File: config.mk
export PLATFORM = sky130hd
export DESIGN_NAME = dmem_dma
export DESIGN_NICKNAME = d
export VERILOG_FILES = /design/src/rtl/dmem_dma.sv
export SDC_FILE = /design/constraint.sdc
export NUM_CORES = 1
export LEC_CHECK = 0
export CAP_MARGIN = 20
export CORE_ASPECT_RATIO = 1.1
export CORE_MARGIN = 2
export CORE_UTILIZATION = 36
export CTS_CLUSTER_DIAMETER = 200
export DETAILED_ROUTE_END_ITERATION = 8
export PLACE_DENSITY = 0.61
export SLEW_MARGIN = 20
export SYNTH_ARGS = -nofsm -noshare
export SYNTH_HDL_FRONTEND = slang
export SYNTH_SLANG_ARGS = --single-unit
File: constraint.sdc
create_clock -name clk -period 11.1 [get_ports clk]
set_input_delay 1.11 -clock clk [delete_from_list [all_inputs] [get_ports clk]]
set_output_delay 1.11 -clock clk [all_outputs]
set_load 0.01 [all_outputs]
File: src/rtl/dmem_dma.sv
// dmem_dma: block copy through the single-ported data memory. Each word takes one read cycle and then one write cycle.
// Fill mode (constant pattern, one write per cycle) is built only when DMEM_DMA_FILL_EN is defined.
module dmem_dma #(
   parameter int LEN_W = 16
) (
   input  logic             clk,
   input  logic             reset,
   input  logic             start,
   input  logic             fill,
   input  logic [31:0]      src,
   input  logic [31:0]      dst,
   input  logic [LEN_W-1:0] len,
   input  logic [31:0]      pattern,
   output logic             busy,
   output logic             done,
   output logic [LEN_W-1:0] count,
   output logic             mem_we,
   output logic [31:0]      mem_a,
   output logic [31:0]      mem_wd,
   input  logic [31:0]      mem_rd
);

   typedef enum logic [2:0] {
      IDLE  = 3'd0,
      READ  = 3'd1,
      WRITE = 3'd2,
`ifdef DMEM_DMA_FILL_EN
      FILL  = 3'd3,
`endif
      DONE  = 3'd4
   } state_t;

   state_t           state;
   logic [29:0]      sptr;
   logic [29:0]      dptr;
   logic [LEN_W-1:0] len_q;
   logic             last;

   assign last = (count + LEN_W'(1)) == len_q;

`ifdef DMEM_DMA_FILL_EN
   logic unused_bits;
   assign unused_bits = ^{src[1:0], dst[1:0]};
`else
   logic unused_bits;
   assign unused_bits = ^{src[1:0], dst[1:0], fill, pattern};
`endif

   // mem_wd doubles as the read buffer, and in fill mode it holds the pattern.
   // The memory pins are registered and are loaded one state ahead of their use.
   always_ff @(posedge clk or posedge reset) begin
      if (reset) begin
         state  <= IDLE;
         sptr   <= '0;
         dptr   <= '0;
         len_q  <= '0;
         count  <= '0;
         busy   <= 1'b0;
         done   <= 1'b0;
         mem_we <= 1'b0;
         mem_a  <= '0;
         mem_wd <= '0;
      end else begin
         case (state)
            IDLE: begin
               done   <= 1'b0;
               busy   <= 1'b0;
               mem_we <= 1'b0;
               if (start) begin
                  sptr  <= src[31:2];
                  dptr  <= dst[31:2];
                  len_q <= len;
                  count <= '0;
                  if (len == '0) begin
                     state <= DONE;
                     done  <= 1'b1;
                  end
`ifdef DMEM_DMA_FILL_EN
                  else if (fill) begin
                     state  <= FILL;
                     busy   <= 1'b1;
                     mem_we <= 1'b1;
                     mem_a  <= {dst[31:2], 2'b00};
                     mem_wd <= pattern;
                  end
`endif
                  else begin
                     state <= READ;
                     busy  <= 1'b1;
                     mem_a <= {src[31:2], 2'b00};
                  end
               end
            end
            READ: begin
               state  <= WRITE;
               mem_wd <= mem_rd;
               mem_we <= 1'b1;
               mem_a  <= {dptr, 2'b00};
            end
            WRITE: begin
               count  <= count + LEN_W'(1);
               sptr   <= sptr + 30'd1;
               dptr   <= dptr + 30'd1;
               mem_we <= 1'b0;
               mem_wd <= '0;
               if (last) begin
                  state <= DONE;
                  busy  <= 1'b0;
                  done  <= 1'b1;
                  mem_a <= '0;
               end else begin
                  state <= READ;
                  mem_a <= {sptr + 30'd1, 2'b00};
               end
            end
`ifdef DMEM_DMA_FILL_EN
            FILL: begin
               count <= count + LEN_W'(1);
               dptr  <= dptr + 30'd1;
               if (last) begin
                  state  <= DONE;
                  busy   <= 1'b0;
                  done   <= 1'b1;
                  mem_we <= 1'b0;
                  mem_a  <= '0;
                  mem_wd <= '0;
               end else begin
                  mem_a <= {dptr + 30'd1, 2'b00};
               end
            end
`endif
            DONE: begin
               state <= IDLE;
               done  <= 1'b0;
            end
            default: begin
               state  <= IDLE;
               busy   <= 1'b0;
               done   <= 1'b0;
               mem_we <= 1'b0;
               mem_a  <= '0;
               mem_wd <= '0;
            end
         endcase
      end
   end

endmodule

## Yosys cells after proc, flatten, opt, wreduce, memory -nomap -nowiden

Cells that the tools add are included.

| word-level totals | value |
|---|---|
| register bits after elaboration | 162 |
| bits of input ports | 148 |

| cells by class | value |
|---|---|
| $add $sub $neg | 3 |
| equality and inequality tests | 7 |
| muxes and demuxes | 24 |
| bitwise operators | 3 |
| reductions and logical operators | 10 |

Operator list:

| cell | number |
|---|---|
| $pmux 32 s4 | 1 |
| $pmux 30 s2 | 2 |
| $mux 32 | 3 |
| $pmux 32 s2 | 1 |
| $add 30x1->30 const B | 2 |
| $mux 30 | 2 |
| $pmux 16 s2 | 1 |
| $add 16x1->16 const B | 1 |
| $eq 16x16->1 | 1 |
| $logic_not 16->1 | 1 |
| $mux 16 | 1 |
| $mux 3 | 3 |
| $pmux 3 s3 | 1 |
| $reduce_and 2->1 | 4 |
| $mux 1 | 6 |
| $ne 2x2->1 const B | 3 |
| $pmux 1 s3 | 2 |
| $reduce_or 2->1 | 2 |
| $eq 3x1->1 const B | 1 |
| $eq 3x2->1 const B | 1 |
| $eq 3x3->1 const B | 1 |
| $logic_not 3->1 | 1 |
| $not 1->1 | 3 |
| $reduce_and 3->1 | 1 |
| 2 further kinds | 2 |

## Depth between registers and ports, before layout

| depth | value |
|---|---|
| depth in word-level cells | 4 |
| gate-level depth with buffers | 10 |
| depth with buffers taken out | 7 |

## Worst setup path after synthesis

No wires, ideal clock.

| timing | value |
|---|---|
| path type | input to register |
| start | in len[11] |
| end | reg mem_a[9] |
| library setup time | 0.074 ns |
| arrival | 2.739 ns |
| required time | 11.026 ns |
| setup slack | 8.287 ns |
| cell stages on the path | 8 |
| path through | nor4_1 -> and4_1 -> clkbuf_1 -> nor2_1 -> nor3_1 -> clkbuf_1 -> a222oi_1 -> o21ai_2 |

| between the ends | value |
|---|---|
| word-level cells in the longest chain between the ends | 3 |

RTL lines:

| what | RTL line | RTL |
|---|---|---|
| from (decl) | 12 | `input logic [LEN_W-1:0] len,` |
| $logic_not 16->1 | 74 | `if (len == '0) begin` |
| $ne 2x2->1 (no source line) | -- |  |
| $reduce_and 3->1 (no source line) | -- |  |
| to (signal assigned) | 90 | `mem_a <= {src[31:2], 2'b00};` |
| to (signal assigned) | 98 | `mem_a <= {dptr, 2'b00};` |
| to (signal assigned) | 113 | `mem_a <= {sptr + 30'd1, 2'b00};` |
| to (decl) | 18 | `output logic [31:0] mem_a,` |

Every way passes these cells.
A chain may end at the register's enable or synchronous reset.

## Worst setup path after layout

| timing | value |
|---|---|
| start | in len[11] |
| end | reg mem_a[13] |

The elaborated chain is that of the path after synthesis.

==> results.cfg <==
[cts]
cts_root_buf = clkbuf_16
cts_resized = 0
cts_tree = built
clk_pin_slew_ns = 0.07
cts.sinks = 160
cts_max_level = 4
clockBufferDepth = 2
postCtsSetupRepairBufs = 0
cts_buffers = 17
clk_latency_ns = 0.45
hold_buffers = 0

[pwr]
max-vdd-ir-drop_mv = 0.121
power_density_nw_per_um2 = 264
leakage_nw = 4.43

[sta]
min_period_ns = 3.82
min_period_over_period_pct = 34.4
relSlewSlack_pct = 34.9
rsz0062_at_grt = false
tightest_slew_ns = 0.969
final-hold-violation-count = 0
fin_hold_ws_ns = 0.498
drv_slew = 0
setup_viol = 0
fmax_mhz = 262
tns_ns = 0
fin_skew_ns = 0.0184

[floorplan]
start_util_pct = 36.9
dieArea_um2 = 24800
std_cell_rows = 58
io_pins = 231
core_um2 = 23000
die_h_um = 165
dieWidth_um = 150

[grt]
grt_pass1_vias = 7477
grt_max_degree = 95
grt_pass1_wl_mm = 42.6
antenna_found_initial = 0
gr-total-overflow = 0
grt_use_total_pct = 22.2

[place]
routabilityCongestion = 0.819
post-dp-hpwl_mm = 18.4
port_buffers = 191

[logic_synthesis]
synth_fa_ha_area_share_pct = 0.442
yosys.area.top_type = dfrtp_1
synth_cells = 911
netlist_area_um2 = 8480
synth_xor_xnor_area_share_pct = 5.37
synth_top_family_by_area = compound AO/OA/AOI/OAI gates
yosys-top-cells-area = dfrtp_1 47%, nand2_1 5.8%, nor2_1 3.8%, a22o_1 3.6%, o21ai_0 3.5%
synth_ff_type = dfrtp_1
synth_enable_flop_cells = 0
yosysTopAreaCellShare_pct = 47.2
async_flop_share_pct = 100
synth_compound_area_share_pct = 23.2
ys_seq_area_share_pct = 47.2
synth.area.mux_share_pct = 1.03
synth_cell_type_count = 66
ys_warn_count = 0
ys_ff_latch = 160
synth_simple_gate_area_share_pct = 18.4
synth.avg_cell_area_um2 = 9.31

[min_path]
whs_endpoint = mem_wd[5]
hold_start = mem_wd[5]
hold_depth = 1
hp-class = reg2reg

[setup_path]
crit_path_start = len[11]
crit_arrival_ns = 4.18
cp_cell_sequence = clkdlybuf4s50_1, nor4_1, and4_1, nor2_1, nor3_2, buf_4, a222oi_1, o21ai_2
crit_type = in2reg
slowest_stage = nor3_2
cp_slowest_stage_delay_ns = 0.68
crit-reg2reg-launch = count[0]
cp.required_ns = 11.46
r2r_cells = 8
crit_path_max_fanout = 17
crit_path_start_kind = input port
r2r_slack_ns = 7.84
cp-end-kind = flop
rr_endpoint = mem_a[30]

[cells_and_area]
final_net_count = 1217
antenna_cells = 0
nFillCells = 2193
syn2layout_area_growth_pct = 31.9
seq_area_um2 = 4000
drive_gt1_share_pct = 8.53
multi_input_area_um2 = 4150

[run]
drv_cap = 0

[routing]
dr_total_vias = 7872
viasPerCell = 5.71
ant_nets = 0
drt-initial-drc-count = 760
wirelength_mm = 27.3
detail_route.first_pass.iterations = 5
drcViolationCount = 0
routedWlPerCell_um = 19.8

[status]
status = completed
-- critical path, delay by kind of cell --
kind	cells	cell delay [ns]
AO/OA/AOI/OAI	2	0.22
buffers and inverters	2	0.84
AND/OR/NAND/NOR	4	1.99
-- cells by family after synthesis --
family,count (synthesis)
AND/OR/NAND/NOR,337
AO/OA/AOI/OAI,268
other,1
XOR/XNOR,52
flip-flops,160
adder cells (fa/ha/maj),3
multiplexers,8
buffers and inverters,82
-- metrics by stage --
step | setup slack [ns] | util, % | instance area [um^2] | std cells | power (mW)
4_1_cts | 7.23 | 48.7 | 11200 | 1379 | 2.97
3_5_place_dp | 6.76 | 46.0 | 10600 | 1347 | 2.36
3_3_place_gp | 6.83 | 46.0 | 10600 | 1347 | 2.33
2_1_floorplan | 5.67 | - | 8490 | 912 | 1.82
5_1_grt | 7.08 | 48.7 | 11200 | 1379 | 3.15
6_report | 7.28 | 48.7 | 11200 | 1379 | 2.95
-- cells in the mapped netlist, types with 6 or more instances --
cell type  number
a211oi_1        7
a21oi_1        34
a221o_1         9
a222oi_1       25
a22o_1         35
a311oi_1        9
a31oi_1        10
and3_1          7
clkbuf_1       54
dfrtp_1       160
inv_1          12
mux2_2          6
nand2_1       132
nand3_1        29
nand4_1        23
nor2_1         86
nor3_1         16
nor4_1         10
o211ai_1       10
o21ai_0        59
o21ai_2        20
o22ai_1        17
or3_1           7
xnor2_1        28
xor2_1         24
-- worst max-delay path by stage --
stage | end | slack [ns] | depth (start not counted)
after CTS | mem_a[12] | 7.23 | 8
after global routing | mem_a[12] | 7.08 | 8
after global placement | mem_a[14] | 6.83 | 8
after detailed placement | mem_a[30] | 6.76 | 8
final | mem_a[13] | 7.28 | 8
after floorplan | busy | 5.67 | 1
-- power breakdown --
| part | internal [mW] | leakage, nW | switching, mW | total (mW) |
|---|---|---|---|---|
| clock network | 0.325 | 0.299 | 0.285 | 0.610 |
| registers | 0.832 | 1.96 | 0.257 | 1.09 |
| logic | 0.596 | 2.16 | 0.659 | 1.26 |
| total | 1.75 | 4.43 | 1.20 | 2.95 |
-- layer usage --
metal | vias up | share of wire, % | global-route usage [%]
li1 | 3683 | - | -
met1 | 3883 | 46 | 31.8
met4 | 0 | 1.8 | 6.60
met2 | 275 | 46 | 34.3
met5 | - | 0 | 0
met3 | 31 | 6.6 | 3.98
-- layout make-up --
type / instances / area share [%]
multi-input cells: 670 / 37.0
flip-flops and latches: 160 / 35.8
repair buffers: 204 / 18.0
clock buffers: 17 / 3.80
well taps: 300 / 3.35
clock inverters: 15 / 1.59
inverters: 13 / 0.481
-- state kept, by name, indices dropped and copies added (netlist names) --
register,count
state,3
mem_we,1
dptr,30
mem_a,30
sptr,30
len_q,16
busy,1
count,16
mem_wd,32
done,1
-- cells in the final DEF (no fill, tap or decap), drive strengths merged, types with 9 or more instances in the layout --
| cell | synthesis | layout |
|---|---|---|
| a21oi | 34 | 34 |
| a222oi | 25 | 25 |
| clkdlybuf4s50 | 0 | 191 |
| nand2 | 132 | 132 |
| buf | 13 | 13 |
| dfrtp | 160 | 160 |
| inv | 13 | 24 |
| clkbuf | 56 | 17 |
| a31oi | 10 | 10 |
| nand4 | 24 | 24 |
| xnor2 | 28 | 28 |
| o21ai | 79 | 79 |
| nand3 | 32 | 32 |
| xor2 | 24 | 24 |
| o22ai | 17 | 17 |
| nor4 | 11 | 11 |
| nor3 | 16 | 16 |
| nor2 | 88 | 88 |
| o211ai | 10 | 10 |
| a22o | 35 | 35 |
| a221o | 9 | 9 |
| a311oi | 9 | 9 |
No activity file was read; power rests on OpenSTA's default activity.
